$ cat config.mk
export PLATFORM = sky130hd
export DESIGN_NAME = abc_diff_rx_flat
export DESIGN_NICKNAME = d
export VERILOG_FILES = /design/src/rtl/abc_diff_rx_pkg.sv /design/src/rtl/abc_diff_rx_if.sv /design/src/rtl/abc_diff_rx_pulse_decoder.sv /design/src/rtl/abc_diff_rx.sv /design/src/flat_wrapper.sv
export SDC_FILE = /design/constraint.sdc
export NUM_CORES = 1
export LEC_CHECK = 0
export ABC_AREA = 0
export BUFFER_PORTS_ARGS = -buffer_cell sky130_fd_sc_hd__buf_2
export CAP_MARGIN = 20
export CORE_ASPECT_RATIO = 1.75
export CORE_MARGIN = 2
export CORE_UTILIZATION = 30
export DETAILED_ROUTE_END_ITERATION = 10
export PLACE_DENSITY_LB_ADDON = 0.1
export SLEW_MARGIN = 25
export SYNTH_ARGS = -nofsm -noshare
export SYNTH_HDL_FRONTEND = slang
export SYNTH_SLANG_ARGS = --single-unit
$ cat constraint.sdc
create_clock -name clock -period 1.9 [get_ports clock]
set_input_delay 0.19 -clock clock [delete_from_list [all_inputs] [get_ports clock]]
set_output_delay 0.19 -clock clock [all_outputs]
set_load 0.02 [all_outputs]
$ cat src/rtl/abc_diff_rx_pkg.sv
// abc_diff_rx shared definitions: default parameters, byte width, FSM states
// and the signed-overflow helper for the byte difference.
package abc_pkg;

   localparam int unsigned THRESH_DEF = 9;
   localparam int unsigned CNT_W_DEF  = 5;
   localparam int unsigned BYTE_W     = 8;

   typedef enum logic [1:0] {
      IDLE,
      SPACE,
      EMIT
   } state_t;

   // a - b overflowed when the operands differ in sign and the result's sign
   // does not follow the minuend.
   function automatic logic sub_overflow(input logic [BYTE_W-1:0] a,
                                         input logic [BYTE_W-1:0] b,
                                         input logic [BYTE_W-1:0] d);
      return (a[BYTE_W-1] != b[BYTE_W-1]) && (a[BYTE_W-1] != d[BYTE_W-1]);
   endfunction

endpackage

$ cat src/rtl/abc_diff_rx_if.sv
// abc_diff_rx line/consumer bundle: serial input plus difference outputs.
// master = line driver / byte consumer, slave = the receiver.
interface abc_diff_rx_if;
   import abc_pkg::*;

   logic              rxd;
   logic [BYTE_W-1:0] out;
   logic              signal;
   logic              ow;

   modport master (
      output rxd,
      input  out,
      input  signal,
      input  ow
   );

   modport slave (
      input  rxd,
      output out,
      output signal,
      output ow
   );

endinterface

$ cat src/rtl/abc_diff_rx_pulse_decoder.sv
// abc_pulse_decoder: measures each space (rxd = 0) run and, on the first mark
// cycle after it, reports the decoded bit (long pulse = 1).
// Optional macro ABC_GLITCH_FILTER_EN: a space run of exactly one cycle
// produces no bit at all.
module abc_pulse_decoder
   import abc_pkg::*;
#(
   parameter int unsigned THRESH = THRESH_DEF,
   parameter int unsigned CNT_W  = CNT_W_DEF
) (
   input  logic clock,
   input  logic reset_,
   input  logic rxd,
   output logic bit_valid,
   output logic bit_val
);

   localparam logic [CNT_W-1:0] CNT_MAX = '1;

   // Nonzero count means "inside a space run"; it clears on the first mark.
   logic [CNT_W-1:0] cnt_q, cnt_d;

   // Space-length counter, saturating so overlong pulses still read as 1.
   always_comb begin
      cnt_d = cnt_q;
      if (rxd) begin
         cnt_d = '0;
      end else if (cnt_q != CNT_MAX) begin
         cnt_d = cnt_q + CNT_W'(1);
      end
   end

   // Counter register.
   always_ff @(posedge clock) begin
      if (!reset_) begin
         cnt_q <= '0;
      end else begin
         cnt_q <= cnt_d;
      end
   end

`ifdef ABC_GLITCH_FILTER_EN
   assign bit_valid = rxd && (cnt_q != '0) && (cnt_q != CNT_W'(1));
`else
   assign bit_valid = rxd && (cnt_q != '0);
`endif

   assign bit_val = (cnt_q >= CNT_W'(THRESH));

endmodule

$ cat src/rtl/abc_diff_rx.sv
// abc_diff_rx: pulse-width serial receiver that assembles bytes LSB first and
// emits current - previous byte, or an overflow strobe instead of a result.
// Glitch suppression (ABC_GLITCH_FILTER_EN) lives in abc_pulse_decoder.
module abc_diff_rx
   import abc_pkg::*;
#(
   parameter int unsigned THRESH = THRESH_DEF,
   parameter int unsigned CNT_W  = CNT_W_DEF
) (
   input  logic          clock,
   input  logic          reset_,
   abc_diff_rx_if.slave  bus
);

   localparam int unsigned IDX_W = $clog2(BYTE_W);

   state_t            state_q, state_d;
   logic [IDX_W-1:0]  idx_q, idx_d;
   logic [BYTE_W-1:0] shift_q, shift_d;
   logic [BYTE_W-1:0] prev_q, prev_d;
   logic [BYTE_W-1:0] out_q, out_d;
   logic              signal_q, signal_d;
   logic              ow_q, ow_d;

   logic              bit_valid;
   logic              bit_val;
   logic [BYTE_W-1:0] diff;
   logic              ovf;

   abc_pulse_decoder #(
      .THRESH (THRESH),
      .CNT_W  (CNT_W)
   ) u_dec (
      .clock     (clock),
      .reset_    (reset_),
      .rxd       (bus.rxd),
      .bit_valid (bit_valid),
      .bit_val   (bit_val)
   );

   assign diff = shift_q - prev_q;
   assign ovf  = sub_overflow(shift_q, prev_q, diff);

   // Next state: bit capture in SPACE, difference/overflow decision in EMIT.
   always_comb begin
      state_d  = state_q;
      idx_d    = idx_q;
      shift_d  = shift_q;
      prev_d   = prev_q;
      out_d    = out_q;
      signal_d = 1'b0;
      ow_d     = 1'b0;
      case (state_q)
         IDLE: begin
            if (!bus.rxd) begin
               state_d = SPACE;
            end
         end
         SPACE: begin
            if (bus.rxd) begin
               state_d = IDLE;
               if (bit_valid) begin
                  shift_d[idx_q] = bit_val;
                  idx_d          = idx_q + IDX_W'(1);
                  if (idx_q == IDX_W'(BYTE_W - 1)) begin
                     state_d = EMIT;
                  end
               end
            end
         end
         EMIT: begin
            if (ovf) begin
               ow_d   = 1'b1;
               prev_d = '0;
            end else begin
               out_d    = diff;
               signal_d = 1'b1;
               prev_d   = shift_q;
            end
            idx_d   = '0;
            // A space starting in this cycle is counted by the decoder already.
            state_d = bus.rxd ? IDLE : SPACE;
         end
         default: begin
            state_d = IDLE;
         end
      endcase
   end

   // State and datapath registers.
   always_ff @(posedge clock) begin
      if (!reset_) begin
         state_q  <= IDLE;
         idx_q    <= '0;
         shift_q  <= '0;
         prev_q   <= '0;
         out_q    <= '0;
         signal_q <= 1'b0;
         ow_q     <= 1'b0;
      end else begin
         state_q  <= state_d;
         idx_q    <= idx_d;
         shift_q  <= shift_d;
         prev_q   <= prev_d;
         out_q    <= out_d;
         signal_q <= signal_d;
         ow_q     <= ow_d;
      end
   end

   assign bus.out    = out_q;
   assign bus.signal = signal_q;
   assign bus.ow     = ow_q;

endmodule

$ cat src/flat_wrapper.sv
// flat-port wrapper written by rule: the top's interface ports become plain ports
module abc_diff_rx_flat import abc_pkg::*;
#(
   parameter int unsigned THRESH = THRESH_DEF,
   parameter int unsigned CNT_W  = CNT_W_DEF
)
  (clock, reset_, bus_rxd, bus_out, bus_signal, bus_ow);
  abc_diff_rx_if bus_i ();
  input  logic clock;
  input  logic reset_;
  input wire logic [$bits(bus_i.rxd)-1:0] bus_rxd;
  output wire logic [$bits(bus_i.out)-1:0] bus_out;
  output wire logic [$bits(bus_i.signal)-1:0] bus_signal;
  output wire logic [$bits(bus_i.ow)-1:0] bus_ow;
  assign bus_i.rxd = bus_rxd;
  assign bus_out = bus_i.out;
  assign bus_signal = bus_i.signal;
  assign bus_ow = bus_i.ow;
  abc_diff_rx #(.THRESH(THRESH), .CNT_W(CNT_W)) u_core (.clock(clock), .reset_(reset_), .bus(bus_i));
endmodule
# Word level (Yosys, flattened, before mapping)
# Cells that the tools add are included.
# word_totals
inputBits	3
n_memories	0
elab_cells	52
mem_bits_rw	0
register_bits	36
output_inout_bits	10
mem_bits_ro	0
latchBits	0
# op_classes
n_reduce_logical	12
bitwise_logic	2
order_cmp	3
n_div	0
eq_ne	9
addsub	3
shift	0
mul	0
muxes	15
# ops
op	count
bitwise mux 8 bit	1
2-to-1 mux 2 bit	4
2-to-1 mux 8 bit	1
subtractor 8 bit	1
2-to-1 mux 3 bit	2
case mux 2 bit (3 select lines)	1
case mux 3 bit (2 select lines)	1
AND reduction 2 bit	3
AND reduction 3 bit	2
adder 5 x 1 -> 5 bit (second input constant)	1
>= comparator 5 x 4 -> 1 bit (second input constant)	1
!= test 5 bit (second input constant)	1
nonzero test 5 bit	1
< comparator 3 x 4 -> 1 bit (second input constant)	1
2-to-1 mux 1 bit	4
!= test 2 bit (second input constant)	2
adder 3 x 1 -> 3 bit (second input constant)	1
demux 1 bit (select 3 bit)	1
== test 3 bit (second input constant)	1
>= comparator 3 x 1 -> 1 bit (second input constant)	1
logical AND 1 bit	3
== test 2 x 1 -> 1 bit (second input constant)	1
== test 2 bit (second input constant)	1
logical NOT 2 bit	1
5 further kinds	7

# Depth between registers and ports, before layout
# Gate-level depths: netlist of run 1.
# logic_depth
word_depth	5
mapped_depth	8
ltp_nobuf	8

# Hierarchy
# From an unflattened synthesis of run 1, not the netlist that was laid out.
# hier_totals
cells_unflattened	213
hier_area_um2	1938.1
# modules_own_cells
module	cells_per_inst	area_each_um2	instances	seq_area_each_um2
abc_diff_rx	184	1657.8	1	620.6
abc_pulse_decoder	29	280.3	1	100.1

# Worst setup path after synthesis of run 1
# OpenSTA, ideal clock, no wires.
# synth_path
kind	reg2reg
start	register u_core.prev_q[1]
end	register u_core.out_q[6] (netlist: u_core.bus.out[6])
arrival_ns	1.804
setup_slack_ns	-0.034
setup_ns	0.130
n_path_buf	1
path_stages_with_launch	9
cell_sequence	dfxtp_1 > inv_1 > ha_1 > nor2b_1 > o31a_1 > o211a_1 > a211o_1 > buf_6 > mux2i_1
# synth_between
elab_chain_len	5
# synth_rtl
element	line	rtl
start, declared	abc_diff_rx.sv:20	logic [BYTE_W-1:0] prev_q, prev_d;
start signal, assigned	abc_diff_rx.sv:104	prev_q <= prev_d;
subtractor 8 bit (*)	abc_diff_rx.sv:41	assign diff = shift_q - prev_q;
!= test 1 bit	abc_diff_rx_pkg.sv:20	return (a[BYTE_W-1] != b[BYTE_W-1]) && (a[BYTE_W-1] != d[BYTE_W-1]);
logical AND 1 bit	abc_diff_rx_pkg.sv:20	
inverter 1 bit (no source line)	--	
AND reduction 2 bit (no source line)	--	
end signal, assigned	abc_diff_rx.sv:105	out_q <= out_d;
end, declared	abc_diff_rx.sv:21	logic [BYTE_W-1:0] out_q, out_d;
# Every way passes the cells marked *; elsewhere a longest branch is shown, timed or not.
# A chain may end at the register's enable or synchronous reset.

# Final worst setup path of run 1
# layout_path
start	register u_core.shift_q[0]
end	register u_core.out_q[6] (netlist: u_core.bus.out[6])
# layout_between
elab_chain_len	5
# layout_rtl
element	line	rtl
start, declared	abc_diff_rx.sv:19	logic [BYTE_W-1:0] shift_q, shift_d;
start signal, assigned	abc_diff_rx.sv:103	shift_q <= shift_d;
subtractor 8 bit (*)	abc_diff_rx.sv:41	
!= test 1 bit	abc_diff_rx_pkg.sv:20	
logical AND 1 bit	abc_diff_rx_pkg.sv:20	
inverter 1 bit (no source line)	--	
AND reduction 2 bit (no source line)	--	
# Marked as above.

==> reports/results.txt, run 1 <==
The flow ran to the end, and the final reports show no timing, DRC or antenna violations. The final global-route overflow total was 0. For this run, the leading register cell type out of synthesis is dfxtp_1. The launching element type of the critical path was a flip-flop. In this run the clock root is driven by a clkbuf_8. 13 I/O pins were placed. The mapped cell area came out at 1940 um^2.

The fraction of the cycle the final worst path needs was 0.984. The min-delay analysis places its worst path in the category in2reg. The initial core utilization was 0.311; the mean post-synth cell area was 9.14 um^2. The largest family of logic cells by synthesized area is simple AND/OR/NAND/NOR gates. The share of cells above drive strength 1 was 0.325; the count of placed standard cells in the final layout, fillers left out was 329. In the layout the commonest cells are 32 x dfxtp_1, 29 x buf_4, 16 x mux2i_1, 16 x nor2_1, 15 x nand2_1. TritonCTS built the clock tree. The floorplan step set the die height to 110 um. The type of element capturing the critical path is a flip-flop. Dividing the detail-routed via count by the number of cells gives 4.87. The tools report the number of clock buffers inserted by TritonCTS as 5.

The tools report the overall fraction of global-route tracks in use as 0.135. The run gives 1.09 nW as the leakage power figure. The layout overhead on the synthesized area works out to 28.1%.

The post-synthesis share of cell area spent on and, or, nand and nor gates works out to 0.240. Routability-driven placement finished with a final weighted congestion of 0.723. The run gives 0 as the number of max-slew violations in the final report. At the pin with the least slew margin, the transition time is 0.542 ns. The count of fill cells added during filler insertion is 632. In the final layout, the multi-input gates occupy 1240 um^2. Clock tree synthesis found a total of 36 sinks. The share of synthesized area occupied by flip-flops and latches was 0.372; the count of input and output buffers was 12. The data arrival at the endpoint of the critical path is 2.04 ns, and the number of flops mapped to enable cells by yosys is 0. The synthesized design contains 36 register bits. The clock reaches the later pin of the worst-skew pair after 0.29 ns.

The logs give 0 for the antenna diode count and 53 for the violation count after the first detailed-routing iteration. The clock transition at the registers of the reported paths was 0.08 ns. Setup repair after global routing could not meet its margin everywhere. When the netlist entered floorplanning its net count stood at 229. The total area inside the core boundary comes to 6230 um^2. The tools report the relative slew slack as 0.638.

The run gives 0 as the number of failing setup endpoints in the final timing report. After synthesis, the cell types taking the most area are dfxtp_1 37%, ha_1 8.4%, mux2i_1 8.3%, nand3_1 3.6%, nand2_1 3.1%. The post-synthesis compound-gate area fraction is 0.138, and the required time of the critical path is 2.07 ns. The count of antenna-violating nets left after detailed routing was 0; the detailed placer's ending HPWL was 3110 um.

At the end of the flow, the number of nets in the layout was 265. Clock skew on the completed layout was measured at 0.00686 ns. The completed layout was analyzed and its total power is 0.00139 W. The run gives 0 as the number of antenna violations at the first check in global routing. Leaving out fill and tap cells, the most frequent cell in the layout is dfxtp_1. Before antenna repair, the detailed router went through 4 iterations.

Of all cell types, the one taking the most synthesized area is dfxtp_1. The power density relative to cell area was 562 nW/um^2. The logs give 0 for the count of warnings emitted by yosys and 38 for the number of placement rows. For the hold violation count in the final report, the log shows 0.

Counting along the longest clock path gives a buffer depth of 2. The number of different library cells used by synthesis comes to 41. Summed over all layers, the routed wires come to 4360 um.

The routed layout has 1601 vias. The H-tree level count was 2; the wire length of the first global-routing pass was 7380 um. The run gives 0 as the number of violations of the max-capacitance limit. The synthesized-area fraction occupied by adder cells came out at 0.0943. The post-route standard cell area excluding fillers is 2480 um^2.

Summing all flip-flop and latch instances after layout gives 726 um^2. In the routed design, unresolved DRC markers number 0. The peak supply drop is 0.000257 V, and the highest fanout seen on the critical path is 3. The share of synthesized registers carrying an async set or reset was 0. In this run the cell area measured after placement is 2220 um^2. The instance count of the mapped netlist was 212; the average wire length per cell after detail routing was 13.3 um. The xor and xnor fraction of the mapped netlist area was 0.0181. The proportion of synthesized area in mux cells is 0.0827, and the die area is 7140 um^2. The time the worst path needs with I/O delays and setup works out to 1.87 ns. The horizontal die dimension was 64.7 um. For this run, the top clock speed supported by timing is 535 MHz.

The area share of the largest cell type after synthesis came out at 0.372. Counting tap cells, the placed design contains a total of 316 instances. The share of the core filled with cells in the final layout was 0.398; the pin count of the biggest net entering global routing was 21.

The tools report the number of global-route vias before repair as 1518. The critical path is of the reg2reg type.
## per-stage QoR
step / setup WS [ns] / TNS [ns] / hold slack, ns
after global routing: -0.0900 / -0.179 / 0.358
after CTS: 0.00176 / 0 / 0.341
after floorplan: 0.00478 / 0 / 0.446
after detailed placement: -0.150 / -1.21 / 0.452
after global placement: -0.101 / -0.822 / 0.443
final: 0.0302 / 0 / 0.337
## worst paths after layout
path | start | end | slack [ns] | cells past startpoint
max reg2reg | u_core.shift_q[0]$_SDFFE_PN0P_ | u_core.bus.out[6]$_SDFFE_PN0P_ | 0.03 | 8
min | bus_rxd | u_core.u_dec.cnt_q[2]$_SDFFE_PP0P_ | 0.34 | 3
max | u_core.shift_q[0]$_SDFFE_PN0P_ | u_core.bus.out[6]$_SDFFE_PN0P_ | 0.03 | 8
min reg2reg | u_core.bus.out[6]$_SDFFE_PN0P_ | u_core.bus.out[6]$_SDFFE_PN0P_ | 0.46 | 2
## registers in the layout, indices dropped and copies added, names as in the netlist
name and cells:
u_core.idx_q 3, u_core.bus.ow 1, u_core.u_dec.cnt_q 5, u_core.bus.out 8, u_core.shift_q 8, u_core.prev_q 8, u_core.state_q 2, u_core.bus.signal 1
## final cells by class
type / instances / area share
Tap cell: 80 / 0.0403
Clock buffer: 6 / 0.0333
Clock inverter: 2 / 0.00403
Sequential cell: 36 / 0.292
Inverter: 12 / 0.0182
Timing Repair Buffer: 41 / 0.112
Multi-Input combinational cell: 152 / 0.500
## kinds of logic (layout without fill, tap and decap cells)
group | count (synthesis) | after routing
AOI/OAI and AO/OA | 34 | 34
xor gates and xnor gates | 4 | 4
adders and majority gates | 14 | 14
buffers and inverters | 24 | 61
DFF | 36 | 36
muxes | 16 | 16
and+or+nand+nor | 84 | 84
## synth_stat cells (all sizes together) (2+ instances only)
library cell	count
o32ai	6
inv	12
o31a	2
dfxtp	36
buf	3
nor3	4
o211a	2
mux2i	16
nor4b	3
xor2	2
nor2	16
o21ai	6
a21o	2
and3	3
clkbuf	9
a21boi	2
o21a	2
ha	13
a21oi	4
nand4b	4
xnor2	2
nor2b	9
nand2	16
o41ai	3
nand3	14
nand2b	6
o211ai	2
nand3b	4
## critical path, stage by stage, from the launching register on
cell	delay, ns
dfxtp_2	0.33
inv_2	0.04
ha_4	0.15
fa_2	0.39
nor2b_2	0.14
o31a_1	0.19
nor4b_2	0.07
o41ai_2	0.32
mux2i_1	0.10
## power by group
part           switching [W]  internal, W
Combinational      0.0000331    0.0000225
Sequential        0.00000461     0.000758
Clock               0.000287     0.000290
Total               0.000324      0.00107
## what timing repair did
action / 4_1_cts / 5_1_grt
setup endpoints to repair: 17 / 22
gates resized for setup: 11 / 16
pin swaps: 5 / 7
hold buffers: 0 / 0
setup buffers: 1 / 4
## per-layer routing
metal	up-vias	part of all wire	wire, um	GRT usage
li1	826	-	-	-
met5	-	0	0	0
met4	0	0.018	79	0.0623
met3	6	0.019	81	0.0254
met1	755	0.39	1720	0.143
met2	14	0.57	2480	0.253
Note: power is estimated with default switching activity, not from simulation.
==> inputs of run 2 (changes only) <==
CELL_PAD_IN_SITES_DETAIL_PLACEMENT = 0   (was not set)
CELL_PAD_IN_SITES_GLOBAL_PLACEMENT = 1   (was not set)
SLEW_MARGIN = 20   (was 25)
==> run 2 against run 1 <==
Against the previous run: sequential power hardly changed; clock power is 0.7% lower; register-to-register slack hardly changed; critical path type unchanged; die area stayed put; global-route usage is 0.30 points higher.
==> reports/results.txt, run 2 (synthesized netlist as in run 1, its figures left out) <==
The area of combinational cells with multiple inputs came out at 1220 um^2 (-1.5%). The cell sitting at the root of the clock tree is a clkbuf_8. The peak supply drop was 0.000398 V (+55%). The count of unresolved DRC violations after routing came out at 0 (unchanged). The routed wire length is 4460 um (+2.2%), and the horizontal die dimension is 64.7 um (unchanged). The number of antenna violations at the first check in global routing came out at 0 (unchanged). The worst-case clock buffer depth was 2 (unchanged). The longest individual stage delay on the worst path is 0.34 ns (-0.05 ns), and the via count normalized by instance count is 5.01 (+2.9%). The hold violation count in the final report is 0 (unchanged). The final worst slack was 0.0415 ns (+0.0113 ns).

For the post-route clock skew, the log shows 0.00812 ns (+0.00126 ns). The run gives 4 (unchanged) as the detailed-router iteration count before antenna repair. The count of antenna-violating nets left after detailed routing is 0 (unchanged), and the cell depth of the worst flop-to-flop path is 7 (-1).

The number of max-slew violations in the final report is 0 (unchanged), and the detailed placer's ending HPWL is 3290 um (+5.8%). The run gives 0 (unchanged) as the number of violations of the max-capacitance limit. The logs give 7420 um (+0.56%) for the wire length of the first global-routing pass and 260 (-1.9%) for the final-stage net count.

The tools report the overall fraction of global-route tracks in use as 0.138 (+0.00302). Antenna diode count: 0 (unchanged). Share of cells above drive strength 1: 0.287 (-0.0384). The worst setup path category is reg2reg.

Most common library cell in the layout ignoring fill and taps: dfxtp_1. For the count of fill cells added during filler insertion, the log shows 636 (+0.63%). The highest fanout seen on the critical path came out at 7 (+4). The fraction of the cycle the final worst path needs is 0.978 (-0.00596), and the die area is 7140 um^2 (unchanged). The hold-fix buffer count after cts was 0 (unchanged); the leakage power figure was 1.06 nW (-3.0%).

The relative slew slack is 0.699 (+0.0608). Setup repair after global routing could not meet its margin everywhere. The slew at the pin closest to its max-slew limit came out at 0.451 ns (-0.0906 ns). The number of failing setup endpoints in the final timing report is 0 (unchanged). The run gives 0.311 (unchanged) as the initial core utilization. The required time of the critical path was 2.06 ns (about the same). Time the worst path needs with I/O delays and setup: 1.86 ns (-0.0113 ns).

In the layout the commonest cells are 32 x dfxtp_1, 24 x buf_4, 16 x nand2_1, 16 x mux2i_1, 16 x nor2_1. Number of global-route vias before repair: 1591 (+4.8%). STA classifies the critical path endpoint as a flip-flop. The worst reg-to-reg setup slack was 0.04 ns (about the same). Average wire length per cell after detail routing: 13.8 um (+3.8%).

The run gives 2 (unchanged) as the H-tree level count. The logs give 38 (unchanged) for the number of placement rows and 726 um^2 (unchanged) for the sequential cell area. Hold-critical path depth: 3 (unchanged). From synthesis to final layout, the design area changed by 25.3%. The run gives 0 (unchanged) as the final global-route overflow total. For the routability-driven placement congestion ratio, the log shows 0.754 (+4.3%).

The clock transition at the registers of the reported paths is 0.07 ns (about the same), and the top achievable clock speed is 538 MHz (+0.61%). Walking the worst path, the cells encountered are inv_2 > ha_4 > nor2b_4 > o31a_1 > o211a_1 > a211o_4 > mux2i_1. For the worst hold margin, the log shows 0.340 ns (+0.00361 ns). The number of vias in the routed layout was 1623 (+1.4%); the total core area was 6230 um^2 (unchanged). The tools report the pin count of the biggest net entering global routing as 21 (unchanged). For the data arrival at the endpoint of the critical path, the log shows 2.02 ns (-0.02 ns). The power density relative to cell area works out to 570 nW/um^2 (+1.4%). Number of clock buffers inserted by TritonCTS: 5 (unchanged). The min-delay analysis places its worst path in the category in2reg. The run gives 0.29 ns (about the same) as the clock latency on the worst-skew pair.

The number of clock sinks seen by CTS was 36 (unchanged). Violation count after the first detailed-routing iteration: 46 (-13%). TritonCTS built the clock tree. The worst setup path is launched from a flip-flop. The post-route standard cell area excluding fillers is 2430 um^2 (-2.2%), and the height of the die is 110 um (unchanged).

The count of input and output buffers is 12 (unchanged), and the top-level I/O count is 13 (unchanged). The slowest stage of the critical path belongs to the cell dfxtp_2. The flow ran to the end, and the final reports show no timing, DRC or antenna violations. For the placed instance area, the log shows 2190 um^2 (-1.7%). The worst slack after detailed placement is -0.126 ns (+0.0242 ns).
==> run 2: cell count changes in the layout (fill, tap and decap cells not counted), moves of 2 or more <==
| cell | delta |
|---|---|
| clkinv_2 | -2 |
| nor4b_1 | +2 |
| buf_4 | -5 |
| nor4b_2 | -2 |
==> run 2: final timing paths <==
check,start,to
max,u_core.prev_q[1]$_SDFFE_PN0P_,u_core.bus.out[6]$_SDFFE_PN0P_
min reg2reg,u_core.bus.out[3]$_SDFFE_PN0P_,u_core.bus.out[3]$_SDFFE_PN0P_
max reg2reg,u_core.prev_q[1]$_SDFFE_PN0P_,u_core.bus.out[6]$_SDFFE_PN0P_
min,reset_,u_core.bus.signal$_SDFF_PN0_
==> run 2: metal layers <==
| layer | vias up | wire length [um] | global-route usage |
|---|---|---|---|
| met2 | 28 | 2440 | 0.259 |
| met1 | 773 | 1770 | 0.139 |
| met3 | 8 | 114 | 0.0244 |
| met5 | - | 0 | 0 |
| li1 | 814 | - | - |
| met4 | 0 | 133 | 0.0821 |
==> run 2: critical path, delay by kind of cell, from the launching register on <==
kind | cells | cell delay [ns]
simple gates | 1 | 0.12
fa+ha+maj | 1 | 0.22
buf+inv | 1 | 0.05
compound gates | 3 | 0.87
flops | 1 | 0.34
mux | 1 | 0.14
==> run 2: per-stage QoR <==
| step | power [W] | setup TNS [ns] | cells | utilization |
|---|---|---|---|---|
| after floorplan | 0.000811 | 0 | 212 | - |
| after global placement | 0.000826 | -0.806 | 311 | 0.351 |
| after detailed placement | 0.000828 | -1.37 | 311 | 0.351 |
| after CTS | 0.00141 | 0 | 322 | 0.382 |
| after global routing | 0.00146 | -0.191 | 324 | 0.390 |
| final | 0.00138 | 0 | 324 | 0.390 |
==> run 2: where the power goes <==
part           total [W]  internal, W  switching (W)
registers       0.000763     0.000758     0.00000437
logic          0.0000479    0.0000169      0.0000310
clock network   0.000572     0.000295       0.000278
total            0.00138      0.00107       0.000313
==> run 2: final cells by class <==
cell class,count,share of cell area
clock inverters,1,0.00309
repair buffers,36,0.0990
inverters,12,0.0186
clock buffers,7,0.0356
flip-flops and latches,36,0.299
multi-input cells,152,0.503
well taps,80,0.0413
==> run 2: what timing repair did <==
action,in CTS,in global routing
buffers inserted,3,2
resized for setup,13,8
pin swaps,6,6
endpoints found under the setup margin,16,19
